### src/rtl/uart_tx_arbiter.sv
// Packet-level round-robin arbiter sharing one UART transmitter between NUM_CH
// AXI-Stream byte sources. A grant is held until tlast is sent or the granted
// channel idles for IDLE_TIMEOUT cycles mid-packet.
// Optional build macro: UART_ARB_HDR_EN sends a header byte {4'hA, grant_id}
// before each packet's payload.
module uart_tx_arbiter #(
    parameter int unsigned NUM_CH       = 4,
    parameter int unsigned DATA_BITS    = 8,
    parameter int unsigned IDLE_TIMEOUT = 1024,
    localparam int unsigned GrantW      = (NUM_CH > 1) ? $clog2(NUM_CH) : 1
) (
    input  logic                        clk,
    input  logic                        rst_n,
    input  logic [NUM_CH*DATA_BITS-1:0] s_axis_tdata,
    input  logic [NUM_CH-1:0]           s_axis_tvalid,
    input  logic [NUM_CH-1:0]           s_axis_tlast,
    output logic [NUM_CH-1:0]           s_axis_tready,
    output logic [DATA_BITS-1:0]        tx_data,
    output logic                        tx_start,
    input  logic                        tx_busy,
    output logic [GrantW-1:0]           grant_id,
    output logic                        pkt_active,
    output logic                        timeout_err
);

    localparam int unsigned CntW = (IDLE_TIMEOUT > 1) ? $clog2(IDLE_TIMEOUT) : 1;
    localparam logic [CntW-1:0] CntMax = '1;
    localparam logic [CntW-1:0] TimeoutLast =
        CntW'((IDLE_TIMEOUT == 0) ? 0 : IDLE_TIMEOUT - 1);

    typedef enum logic [2:0] {
        StIdle,
        StArb,
`ifdef UART_ARB_HDR_EN
        StHdr,
`endif
        StSend,
        StLaunch,
        StDrain
    } state_e;

    state_e                 state_q, state_d;
    logic [GrantW-1:0]      grant_q, grant_d;
    logic [GrantW-1:0]      rr_ptr_q, rr_ptr_d;
    logic                   pkt_active_q, pkt_active_d;
    logic [DATA_BITS-1:0]   tx_data_q, tx_data_d;
    logic                   last_q, last_d;
    logic [CntW-1:0]        idle_cnt_q, idle_cnt_d;
    logic                   timeout_err_q, timeout_err_d;

    logic                   found;
    logic [GrantW-1:0]      winner;
    logic                   g_valid;
    logic                   g_last;
    logic [DATA_BITS-1:0]   g_data;

`ifdef UART_ARB_HDR_EN
    logic [7:0]             hdr_byte;
    assign hdr_byte = {4'hA, 4'(grant_q)};
`endif

    // Granted channel's stream signals.
    assign g_valid = s_axis_tvalid[grant_q];
    assign g_last  = s_axis_tlast[grant_q];
    assign g_data  = s_axis_tdata[int'(grant_q)*DATA_BITS +: DATA_BITS];

    // Round-robin search starting just after the last released channel.
    always_comb begin
        int idx;
        found  = 1'b0;
        winner = '0;
        idx    = 0;
        for (int k = 1; k <= int'(NUM_CH); k++) begin
            idx = int'(rr_ptr_q) + k;
            if (idx >= int'(NUM_CH)) idx = idx - int'(NUM_CH);
            if (!found && s_axis_tvalid[idx]) begin
                found  = 1'b1;
                winner = GrantW'(idx);
            end
        end
    end

    // Next-state, grant bookkeeping and the combinational tready.
    always_comb begin
        state_d       = state_q;
        grant_d       = grant_q;
        rr_ptr_d      = rr_ptr_q;
        pkt_active_d  = pkt_active_q;
        tx_data_d     = tx_data_q;
        last_d        = last_q;
        idle_cnt_d    = idle_cnt_q;
        timeout_err_d = 1'b0;
        s_axis_tready = '0;

        case (state_q)
            StIdle: begin
                if (|s_axis_tvalid) state_d = StArb;
            end
            StArb: begin
                // Requests may have withdrawn since IDLE; fall back without a grant.
                if (found) begin
                    grant_d      = winner;
                    pkt_active_d = 1'b1;
                    idle_cnt_d   = '0;
`ifdef UART_ARB_HDR_EN
                    state_d      = StHdr;
`else
                    state_d      = StSend;
`endif
                end else begin
                    state_d = StIdle;
                end
            end
`ifdef UART_ARB_HDR_EN
            StHdr: begin
                // last_d cleared so DRAIN always continues into the payload.
                if (!tx_busy) begin
                    tx_data_d = DATA_BITS'(hdr_byte);
                    last_d    = 1'b0;
                    state_d   = StLaunch;
                end
            end
`endif
            StSend: begin
                if (g_valid) begin
                    if (!tx_busy) begin
                        s_axis_tready[grant_q] = 1'b1;
                        tx_data_d  = g_data;
                        last_d     = g_last;
                        idle_cnt_d = '0;
                        state_d    = StLaunch;
                    end
                end else begin
                    if (idle_cnt_q != CntMax) idle_cnt_d = idle_cnt_q + 1'b1;
                    if (IDLE_TIMEOUT != 0 && idle_cnt_q == TimeoutLast) begin
                        timeout_err_d = 1'b1;
                        rr_ptr_d      = grant_q;
                        pkt_active_d  = 1'b0;
                        state_d       = StIdle;
                    end
                end
            end
            StLaunch: begin
                state_d = StDrain;
            end
            StDrain: begin
                if (!tx_busy) begin
                    if (last_q) begin
                        rr_ptr_d     = grant_q;
                        pkt_active_d = 1'b0;
                        state_d      = StIdle;
                    end else begin
                        state_d = StSend;
                    end
                end
            end
            default: begin
                state_d = StIdle;
            end
        endcase
    end

    // State and datapath registers.
    always_ff @(posedge clk or negedge rst_n) begin
        if (!rst_n) begin
            state_q       <= StIdle;
            grant_q       <= '0;
            rr_ptr_q      <= GrantW'(NUM_CH - 1);
            pkt_active_q  <= 1'b0;
            tx_data_q     <= '0;
            last_q        <= 1'b0;
            idle_cnt_q    <= '0;
            timeout_err_q <= 1'b0;
        end else begin
            state_q       <= state_d;
            grant_q       <= grant_d;
            rr_ptr_q      <= rr_ptr_d;
            pkt_active_q  <= pkt_active_d;
            tx_data_q     <= tx_data_d;
            last_q        <= last_d;
            idle_cnt_q    <= idle_cnt_d;
            timeout_err_q <= timeout_err_d;
        end
    end

    assign tx_start    = (state_q == StLaunch);
    assign tx_data     = tx_data_q;
    assign grant_id    = grant_q;
    assign pkt_active  = pkt_active_q;
    assign timeout_err = timeout_err_q;

endmodule

### config.mk
export PLATFORM = sky130hd
export DESIGN_NAME = uart_tx_arbiter
export DESIGN_NICKNAME = d
export VERILOG_FILES = /design/src/rtl/uart_tx_arbiter.sv
export SDC_FILE = /design/constraint.sdc
export NUM_CORES = 1
export LEC_CHECK = 0
export ABC_CLOCK_PERIOD_IN_PS = 2400
export CAP_MARGIN = 20
export CORE_UTILIZATION = 45
export CTS_CLUSTER_DIAMETER = 150
export DETAILED_ROUTE_END_ITERATION = 7
export GPL_TIMING_DRIVEN = 0
export PLACE_DENSITY = 0.79
export SLEW_MARGIN = 20
export SYNTH_ARGS = -nofsm -noshare
export SYNTH_HDL_FRONTEND = slang
export SYNTH_SLANG_ARGS = --single-unit
export TNS_END_PERCENT = 100
### constraint.sdc
create_clock -name clk -period 2.4 [get_ports clk]
set_input_delay 0.48 -clock clk [delete_from_list [all_inputs] [get_ports clk]]
set_output_delay 0.48 -clock clk [all_outputs]
set_load 0.1 [all_outputs]
# --- Yosys cells after proc, flatten, opt, wreduce, memory -nomap -nowiden ---
# Cells that the tools add are included.
word_totals:
  input_bits: 43
  rom_bits: 0
  ramBits: 0
  register_bits: 28
  output_inout_bits: 17
  latch_bits: 0
  memories: 0
classes:
  n_eq_ne: 15
  n_bitwise: 1
  reduce_logical: 18
  addsub: 9
  n_mul: 0
  muxes: 60
  n_div: 0
  n_shift: 1
  order_cmp: 10
ops:
  columns: ["op", "n"]
  rows:
  - ["$lt 32x4->1 const B", 4]
  - ["$mux 32", 4]
  - ["$mux 10", 4]
  - ["$shiftx 32x6->8", 1]
  - ["$mux 1", 23]
  - ["$mux 2", 10]
  - ["$pmux 10 s2", 1]
  - ["$mux 3", 5]
  - ["$pmux 3 s5", 1]
  - ["$bmux 1 s2", 6]
  - ["$mux 4", 3]
  - ["$ne 2x2->1 const B", 6]
  - ["$sub 3x3->4 const B", 3]
  - ["$add 10x1->10 const B", 1]
  - ["$eq 10x10->1 const B", 1]
  - ["$ne 10x10->1 const B", 1]
  - ["$ge 3x3->1 const B", 3]
  - ["$ne 3x3->1 const B", 3]
  - ["$reduce_and 4->1", 2]
  - ["$add 2x2->3 const B", 2]
  - ["$eq 3x2->1 const B", 2]
  - ["$reduce_and 6->1", 1]
  - ["$reduce_and 5->1", 1]
  - ["$sub 4x3->5 const B", 1]
  - ["19 further kinds", 25]

# --- Logic depth before layout (Yosys ltp) ---
# Gate-level depths: netlist (run 1).
depth:
  word_depth: 18
  depth_mapped: 6

# --- Least setup slack after synthesis (run 1) ---
# OpenSTA, ideal clock, no wires.
synth_timing:
  path_kind: "reg2out"
  startpoint: "register grant_q[1] (netlist: grant_id[1])"
  endpoint: "output s_axis_tready[2]"
  slack_ps: -2203
  stages_incl_launch_ff: 6
  arrival_time_ps: 4123
  path_buffers: 2
  cell_sequence: "dfrtp_1 -> clkbuf_1 -> mux4_2 -> nand3b_1 -> buf_2 -> nor3b_1"
synth_between:
  elab_chain_len: 7
  elab_cells_between_ends: 10
synth_lines:
  columns: ["item", "line_no", "source"]
  rows:
  - ["start, declared", "43", "logic [GrantW-1:0] grant_q, grant_d;"]
  - ["start signal, assigned", "176", "grant_q <= grant_d;"]
  - ["$lt 2x3->1 (not written as such) or $ge 2x1->1 (tied branches)", "127", "s_axis_tready[grant_q] = 1'b1;"]
  - ["$logic_and 1x1->1 (not written as such)", "127", null]
  - ["$mux 1 (not written as such)", "127", null]
  - ["$demux 1 s2", "127", null]
  - ["$mux 4", "126", "if (!tx_busy) begin"]
  - ["$mux 4 *", "125", "if (g_valid) begin"]
  - ["$mux 4 *", "95", "case (state_q)"]
  - ["end, declared", "17", "output logic [NUM_CH-1:0] s_axis_tready,"]
# Every way passes the cells marked *; elsewhere a longest branch is shown, timed or not. The select of a mux whose other input is x is not followed.

# --- Final worst setup path (run 1) ---
layout_timing:
  startpoint: "register grant_q[0] (netlist: grant_id[0])"
  endpoint: "output s_axis_tready[2]"
# The elaborated chain is that of the path after synthesis.

==> results of run 1 <==
[cells in the mapped netlist, drive strengths merged, types with 4 or more instances]
master	count	area [um^2]
clkbuf	6	22.5
mux2	12	135
nand2	9	33.8
buf	5	37.5
mux4	10	244
a21oi	6	30.0
nor3b	6	45.0
and3	4	30.0
o21ai	7	35.0
a221o	4	40.0
nor2	8	30.0
dfrtp	26	651
[power breakdown]
| group | total, mW | switching [mW] | internal [mW] |
|---|---|---|---|
| registers | 0.747 | 0.0983 | 0.649 |
| logic | 2.21 | 1.39 | 0.815 |
| clock network | 0.378 | 0.154 | 0.224 |
[kinds of logic (layout without fill, tap and decap cells)]
group                    count (synthesis)  after routing  share of synthesized area, %
buffers and inverters                   13             88                          3.83
AND/OR/NAND/NOR                         55             55                          19.2
multiplexers                            24             24                          22.6
AO/OA/AOI/OAI                           33             33                          13.8
flip-flops                              28             28                          39.9
adder cells (fa/ha/maj)                  1              1                         0.709
[what timing repair did]
action,CTS,global route
endpoints found under the setup margin,5,4
resized for setup,44,4
gates cloned,0,0
pin swaps,2,2
buffers inserted,8,4
[sequential cells by signal, indices dropped and copies added, names as in the netlist]
signal / count
tx_data: 8
timeout_err: 1
pkt_active: 1
idle_cnt_q: 10
last_q: 1
rr_ptr_q: 2
state_q: 3
grant_id: 2
[worst max-delay path: stages, from the launching register on]
cell	delay (ns)
dfrtp_4	0.49
buf_6	0.13
mux4_2	0.34
nand3b_1	0.14
buf_6	0.17
buf_4	0.13
nor3b_4	0.21
buf_12	0.21
[metal layers]
metal | global-route usage [%] | vias to the layer above | part of all wire [%] | wire length (um)
met5 | 0 | - | 0 | 0
met4 | 6.67 | 0 | 1.1 | 54
met3 | 3.17 | 4 | 2.5 | 120
met2 | 41.3 | 34 | 53 | 2540
met1 | 31.8 | 824 | 44 | 2120
li1 | - | 749 | - | -
[metrics by stage]
stage | cells | power [mW] | hold WS [ns] | area, um^2
finish | 277 | 3.33 | 0.199 | 2680
global route | 277 | 3.49 | 0.243 | 2680
CTS | 273 | 3.29 | 0.224 | 2640
detailed placement | 261 | 2.82 | 0.495 | 2460
global placement | 261 | 2.76 | 0.490 | 2470
floorplan | 154 | 2.33 | 0.184 | 1820
[cell type report]
type / count / area (um^2)
Clock inverter: 1 / 30.0
Sequential cell: 28 / 711
Multi-Input combinational cell: 113 / 1040
Fill cell: 271 / 1040
Buffer: 11 / 68.8
Timing Repair Buffer: 71 / 722
Tap cell: 48 / 60.1
Inverter: 2 / 7.51
Clock buffer: 3 / 41.3
[placed cells by master (no fill, tap or decap), types with 3 or more instances in the layout]
| master | instances |
|---|---|
| o21ai_0 | 6 |
| clkbuf_8 | 3 |
| nand2_1 | 9 |
| buf_12 | 5 |
| a21oi_1 | 6 |
| clkbuf_1 | 4 |
| or3_1 | 3 |
| mux2_2 | 10 |
| and2_1 | 3 |
| nand2b_1 | 3 |
| clkdlybuf4s50_1 | 48 |
| nor3b_1 | 3 |
| a221o_1 | 4 |
| buf_4 | 12 |
| dlygate4sd2_1 | 4 |
| buf_2 | 4 |
| mux4_2 | 5 |
| buf_6 | 3 |
| dfrtp_1 | 24 |
| nor2_1 | 8 |
| nand3_1 | 3 |
| mux4_1 | 5 |
[how the worst min path moves through the flow]
stage | endpoint | slack, ns | depth (start not counted)
2_1_floorplan | idle_cnt_q[0]$_DFFE_PN0P_ | 0.18 | 0
3_3_place_gp | tx_data[1]$_DFFE_PN0P_ | 0.49 | 1
3_5_place_dp | tx_data[1]$_DFFE_PN0P_ | 0.49 | 1
4_1_cts | state_q[1]$_DFFE_PN0P_ | 0.22 | 1
5_1_grt | timeout_err$_DFF_PN0_ | 0.24 | 1
6_report | idle_cnt_q[8]$_DFFE_PN0P_ | 0.20 | 1
==> results.py, run 1 <==
metrics = {
    "floorplan": {
        "fp.dieH_um": 64.6,
        "start_util_pct": 47.5,
        "io-pin-count": 60,
        "die_x_um": 64.6,
        "rows": 22,
        "design.die.area_mm2": 0.00418,
        "core-area_mm2": 0.00372,
    },
    "detailed_routing": {
        "num_vias": 1611,
        "wl_mm": 4.83,
        "drt_pre_antenna_iters": 4,
        "wire_per_inst_um": 17.4,
        "viasPerCell": 5.82,
        "drt_iter0_drc": 110,
        "drt.antenna.violating_nets": 0,
        "drc_errors": 0,
    },
    "timing": {
        "rsz0062_at_grt": "true",
        "finalSetupTns_ns": -0.601,
        "worst_slew_pin_slew_ns": 1.00,
        "period_needed_ns": 2.58,
        "fin_crit_sh_pct": 107,
        "maxSlewViolCount": 0,
        "clock.fmax_mhz": 388,
        "setup_ws_ns": -0.179,
        "setup_viol_count_final": 4,
        "hold_violations": 0,
        "relSlewSlack_pct": 33.0,
        "finalClockSkew_ns": 0.0134,
    },
    "critical_path": {
        "crit_path_start": "grant_id[0]$_DFFE_PN0P_",
        "cp-end-kind": "output pin",
        "start_kind": "register",
        "cp_data_arrival_time_ns": 2.10,
        "r2r_cells": 7,
        "required_ns": 1.92,
        "critical_path_class": "reg2out",
        "r2r-start": "grant_id[0]$_DFFE_PN0P_",
        "path_max_fanout": 5,
        "endpoint": "s_axis_tready[2]",
        "rr_endpoint": "idle_cnt_q[2]$_DFFE_PN0P_",
        "rrSetupSlack_ns": 0.15,
    },
    "synthesis": {
        "synth_nets": 198,
        "syn_area_per_cell_um2": 11.5,
        "synth_flop_cell": "dfrtp_1",
        "postSynthCellCount": 154,
        "synth_area_mm2": 0.00176,
        "synth_edf_count": 0,
        "synthArstFlopShare_pct": 100,
        "ys_warn_count": 0,
        "ys_seq_area_share_pct": 39.9,
        "synth.distinct_cells": 51,
        "synth.ff_latch_count": 28,
    },
    "final_layout": {
        "diodes": 0,
        "area.growth.synth_to_final_pct": 51.8,
        "fin_util_pct": 72.1,
        "nets": 274,
        "drive_above_1_share_pct": 25.3,
    },
    "grt": {
        "grt_start_max_net_pins": 29,
        "grt_pass1_vias": 1571,
        "grt.total_usage_pct": 24.1,
        "overflow": 0,
        "grt_pass1_wl_mm": 7.67,
        "antenna_found_initial": 0,
    },
    "clock_tree": {
        "htree_levels": 1,
        "clock_path_buffers": 2,
        "cts-root-buf": "clkbuf_8",
        "tritoncts": "yes",
        "cts-buffers-inserted": 3,
        "clock_latency_ns": 0.28,
        "cts_hold_buffers": 0,
        "cts_sinks": 28,
        "clk_pin_slew_worst_paths_ns": 0.10,
    },
    "placement": {
        "portBuffers": 59,
        "dp_hpwl_mm": 3.32,
        "place_ws_ns": -1.34,
        "gp_congestion": 0.803,
    },
    "flow_run": {
        "cap_violations": 0,
    },
    "min_path": {
        "hold_path_class": "in2async",
    },
    "pwr": {
        "peakVddDrop_uv": 999,
        "p_leak_nw": 1.11,
        "power_density_mw_per_mm2": 1250,
    },
    "outcome": {
        "status": "complete, but fails checks",
        "failed_checks": "negative setup slack",
    },
}
Note: power is estimated with default switching activity, not from simulation.
==> run 2: changes to the inputs <==
--- a/config.mk
+++ b/config.mk
@@ -7,6 +7,7 @@
 export LEC_CHECK = 0
 export ABC_CLOCK_PERIOD_IN_PS = 2400
 export CAP_MARGIN = 20
+export CORE_ASPECT_RATIO = 1.1
 export CORE_UTILIZATION = 45
 export CTS_CLUSTER_DIAMETER = 150
 export DETAILED_ROUTE_END_ITERATION = 7
==> run 2 against run 1 <==
The flow still finishes with violations (negative setup slack). Setup slack improved by 0.065 ns. Core utilization fell by 0.45 points. Wire length fell by 3.9%. Hold slack got worse by 0.0028 ns. First-iteration DRC count fell by 12%. Via count rose by 0.25%. Critical endpoint is now s_axis_tready[3].
==> results.py, run 2 (synthesis gave the netlist of run 1 again) <==
metrics = {
    "timing": {
        "period_needed_ns": 2.51,
        "clock.fmax_mhz": 398,
        "maxSlewViolCount": 0,
        "worst_hold_slack_ns": 0.196,
        "fin_crit_sh_pct": 105,
        "hold_violations": 0,
        "finalSetupTns_ns": -0.198,
        "worst_slew_pin_slew_ns": 1.00,
        "rsz0062_at_grt": "true",
        "setup_ws_ns": -0.114,
        "finalClockSkew_ns": 0.00931,
        "relSlewSlack_pct": 33.0,
        "setup_viol_count_final": 3,
    },
    "floorplan": {
        "io-pin-count": 60,
        "design.die.area_mm2": 0.00418,
        "die_x_um": 61.7,
        "start_util_pct": 47.9,
        "fp.dieH_um": 67.7,
        "core-area_mm2": 0.00368,
        "rows": 23,
    },
    "critical_path": {
        "path_max_fanout": 5,
        "critPathBufInv": 4,
        "cp_data_arrival_time_ns": 2.03,
        "path_delay_family": "flip-flops",
        "critical_path_class": "reg2out",
        "start_kind": "register",
        "cp_common_cell": "buf_6",
        "rr_endpoint": "state_q[0]$_DFFE_PN0P_",
        "endpoint": "s_axis_tready[3]",
        "cp-end-kind": "output pin",
        "required_ns": 1.92,
        "path_depth": 7,
        "crit_path_start": "grant_id[0]$_DFFE_PN0P_",
        "rrSetupSlack_ns": 0.03,
        "r2r_cells": 7,
        "slowest_delay_ns": 0.50,
        "cpMaxStageDelayCell": "dfrtp_4",
        "r2r-start": "grant_id[0]$_DFFE_PN0P_",
        "cp_cell_sequence": "buf_6 > mux4_2 > nand3b_1 > buf_6 > inv_2 > and3_4 > buf_12",
    },
    "grt": {
        "grt.total_usage_pct": 23.0,
        "grt_start_max_net_pins": 29,
        "antenna_found_initial": 0,
        "grt_pass1_vias": 1651,
        "overflow": 0,
        "grt_pass1_wl_mm": 7.07,
    },
    "detailed_routing": {
        "top_layer": "met4",
        "wl_mm": 4.64,
        "drt.antenna.violating_nets": 0,
        "drt_pre_antenna_iters": 4,
        "num_vias": 1615,
        "drc_errors": 0,
        "met1_length_mm": 1.71,
        "viasPerCell": 5.89,
        "route.met3.wl_um": 338,
        "wire_per_inst_um": 16.9,
        "drt_iter0_drc": 97,
        "route.met2.wl_mm": 2.54,
    },
    "clock_tree": {
        "cts_sinks": 28,
        "cts-buffers-inserted": 3,
        "clk_pin_slew_worst_paths_ns": 0.10,
        "htree_levels": 1,
        "clock_latency_ns": 0.28,
        "tritoncts": "yes",
        "clock_path_buffers": 2,
        "cts-root-buf": "clkbuf_8",
    },
    "final_layout": {
        "final_cell_mix": "clkdlybuf4s50_1, dfrtp_1, mux2_2, nand2_1, nor2_1",
        "diodes": 0,
        "largest_register_ffs": 10,
        "fin_area_mm2": 0.00264,
        "regMostFlops": "idle_cnt_q",
        "final_common_cell": "clkdlybuf4s50_1",
        "area.growth.synth_to_final_pct": 49.5,
        "drive_above_1_share_pct": 23.7,
        "fill_cells": 277,
        "nets": 269,
        "fin_util_pct": 71.6,
        "final_cells": 274,
    },
    "pwr": {
        "power_density_mw_per_mm2": 1260,
        "peakVddDrop_uv": 967,
        "p_leak_nw": 1.08,
    },
    "outcome": {
        "failed_checks": "negative setup slack",
        "status": "complete, but fails checks",
    },
    "placement": {
        "portBuffers": 59,
        "dpl_cell_area_mm2": 0.00246,
        "dpl.cell_count": 263,
        "gp_congestion": 0.843,
        "dp_hpwl_mm": 3.33,
    },
    "flow_run": {
        "cap_violations": 0,
    },
    "min_path": {
        "hold_path_class": "in2async",
    },
}
## run 2: changes by cell type in the layout (fill, tap and decap cells not counted), sizes merged
cell | previous run | this run
buf | 24 | 17
clkdlybuf4s50 | 48 | 49
clkbuf | 8 | 9
## run 2: area by class of cell
| cell class | instances | area, um^2 | share of cell area (%) |
|---|---|---|---|
| Multi-Input combinational cell | 113 | 1040 | 39.6 |
| Sequential cell | 28 | 711 | 26.9 |
| Timing Repair Buffer | 66 | 673 | 25.5 |
| Buffer | 11 | 68.8 | 2.61 |
| Tap cell | 50 | 62.6 | 2.37 |
| Clock buffer | 3 | 41.3 | 1.57 |
| Clock inverter | 1 | 30.0 | 1.14 |
| Inverter | 2 | 7.51 | 0.285 |
## run 2: how the worst min path moves through the flow
stage                                      to  cells past startpoint              startpoint  slack, ns
global placement       tx_data[4]$_DFFE_PN0P_                      1  tx_data[4]$_DFFE_PN0P_       0.49
CTS                     timeout_err$_DFF_PN0_                      1                   rst_n       0.22
detailed placement     tx_data[7]$_DFFE_PN0P_                      1  tx_data[7]$_DFFE_PN0P_       0.50
floorplan           idle_cnt_q[0]$_DFFE_PN0P_                      0                   rst_n       0.18
global route            timeout_err$_DFF_PN0_                      1                   rst_n       0.26
finish                  timeout_err$_DFF_PN0_                      1                   rst_n       0.20
## run 2: report_power, final
| part | leakage [nW] | total, mW | internal (mW) | switching [mW] |
|---|---|---|---|---|
| logic | 0.687 | 2.20 | 0.804 | 1.39 |
| clock network | 0.0357 | 0.376 | 0.223 | 0.152 |
| registers | 0.354 | 0.751 | 0.649 | 0.103 |
## run 2: metal layers
layer,GRT usage (%),up-vias
met1,25.6,801
met4,8.61,0
li1,-,740
met5,0,-
met2,40.6,66
met3,6.90,8
## run 2: timing repair
action,4_1_cts,5_1_grt
hold buffers,0,0
cloned,0,0
pin swaps,1,2
resized for setup,45,3
buffers inserted,4,3
setup endpoints to repair,5,4
## run 2: worst register-to-register path, cell delays in order, from the launching register on
cell       delay, ns
dfrtp_4         0.50
buf_6           0.13
mux4_2          0.43
buf_4           0.15
buf_6           0.12
nor4_4          0.35
nor2_1          0.11
a2111oi_1       0.44
## run 2: per-stage QoR
stage | power (mW) | setup WS, ns
final | 3.32 | -0.114
after global placement | 2.76 | -1.28
after CTS | 3.25 | -0.101
after detailed placement | 2.82 | -1.29
after floorplan | 2.33 | -0.522
after global routing | 3.47 | -0.161
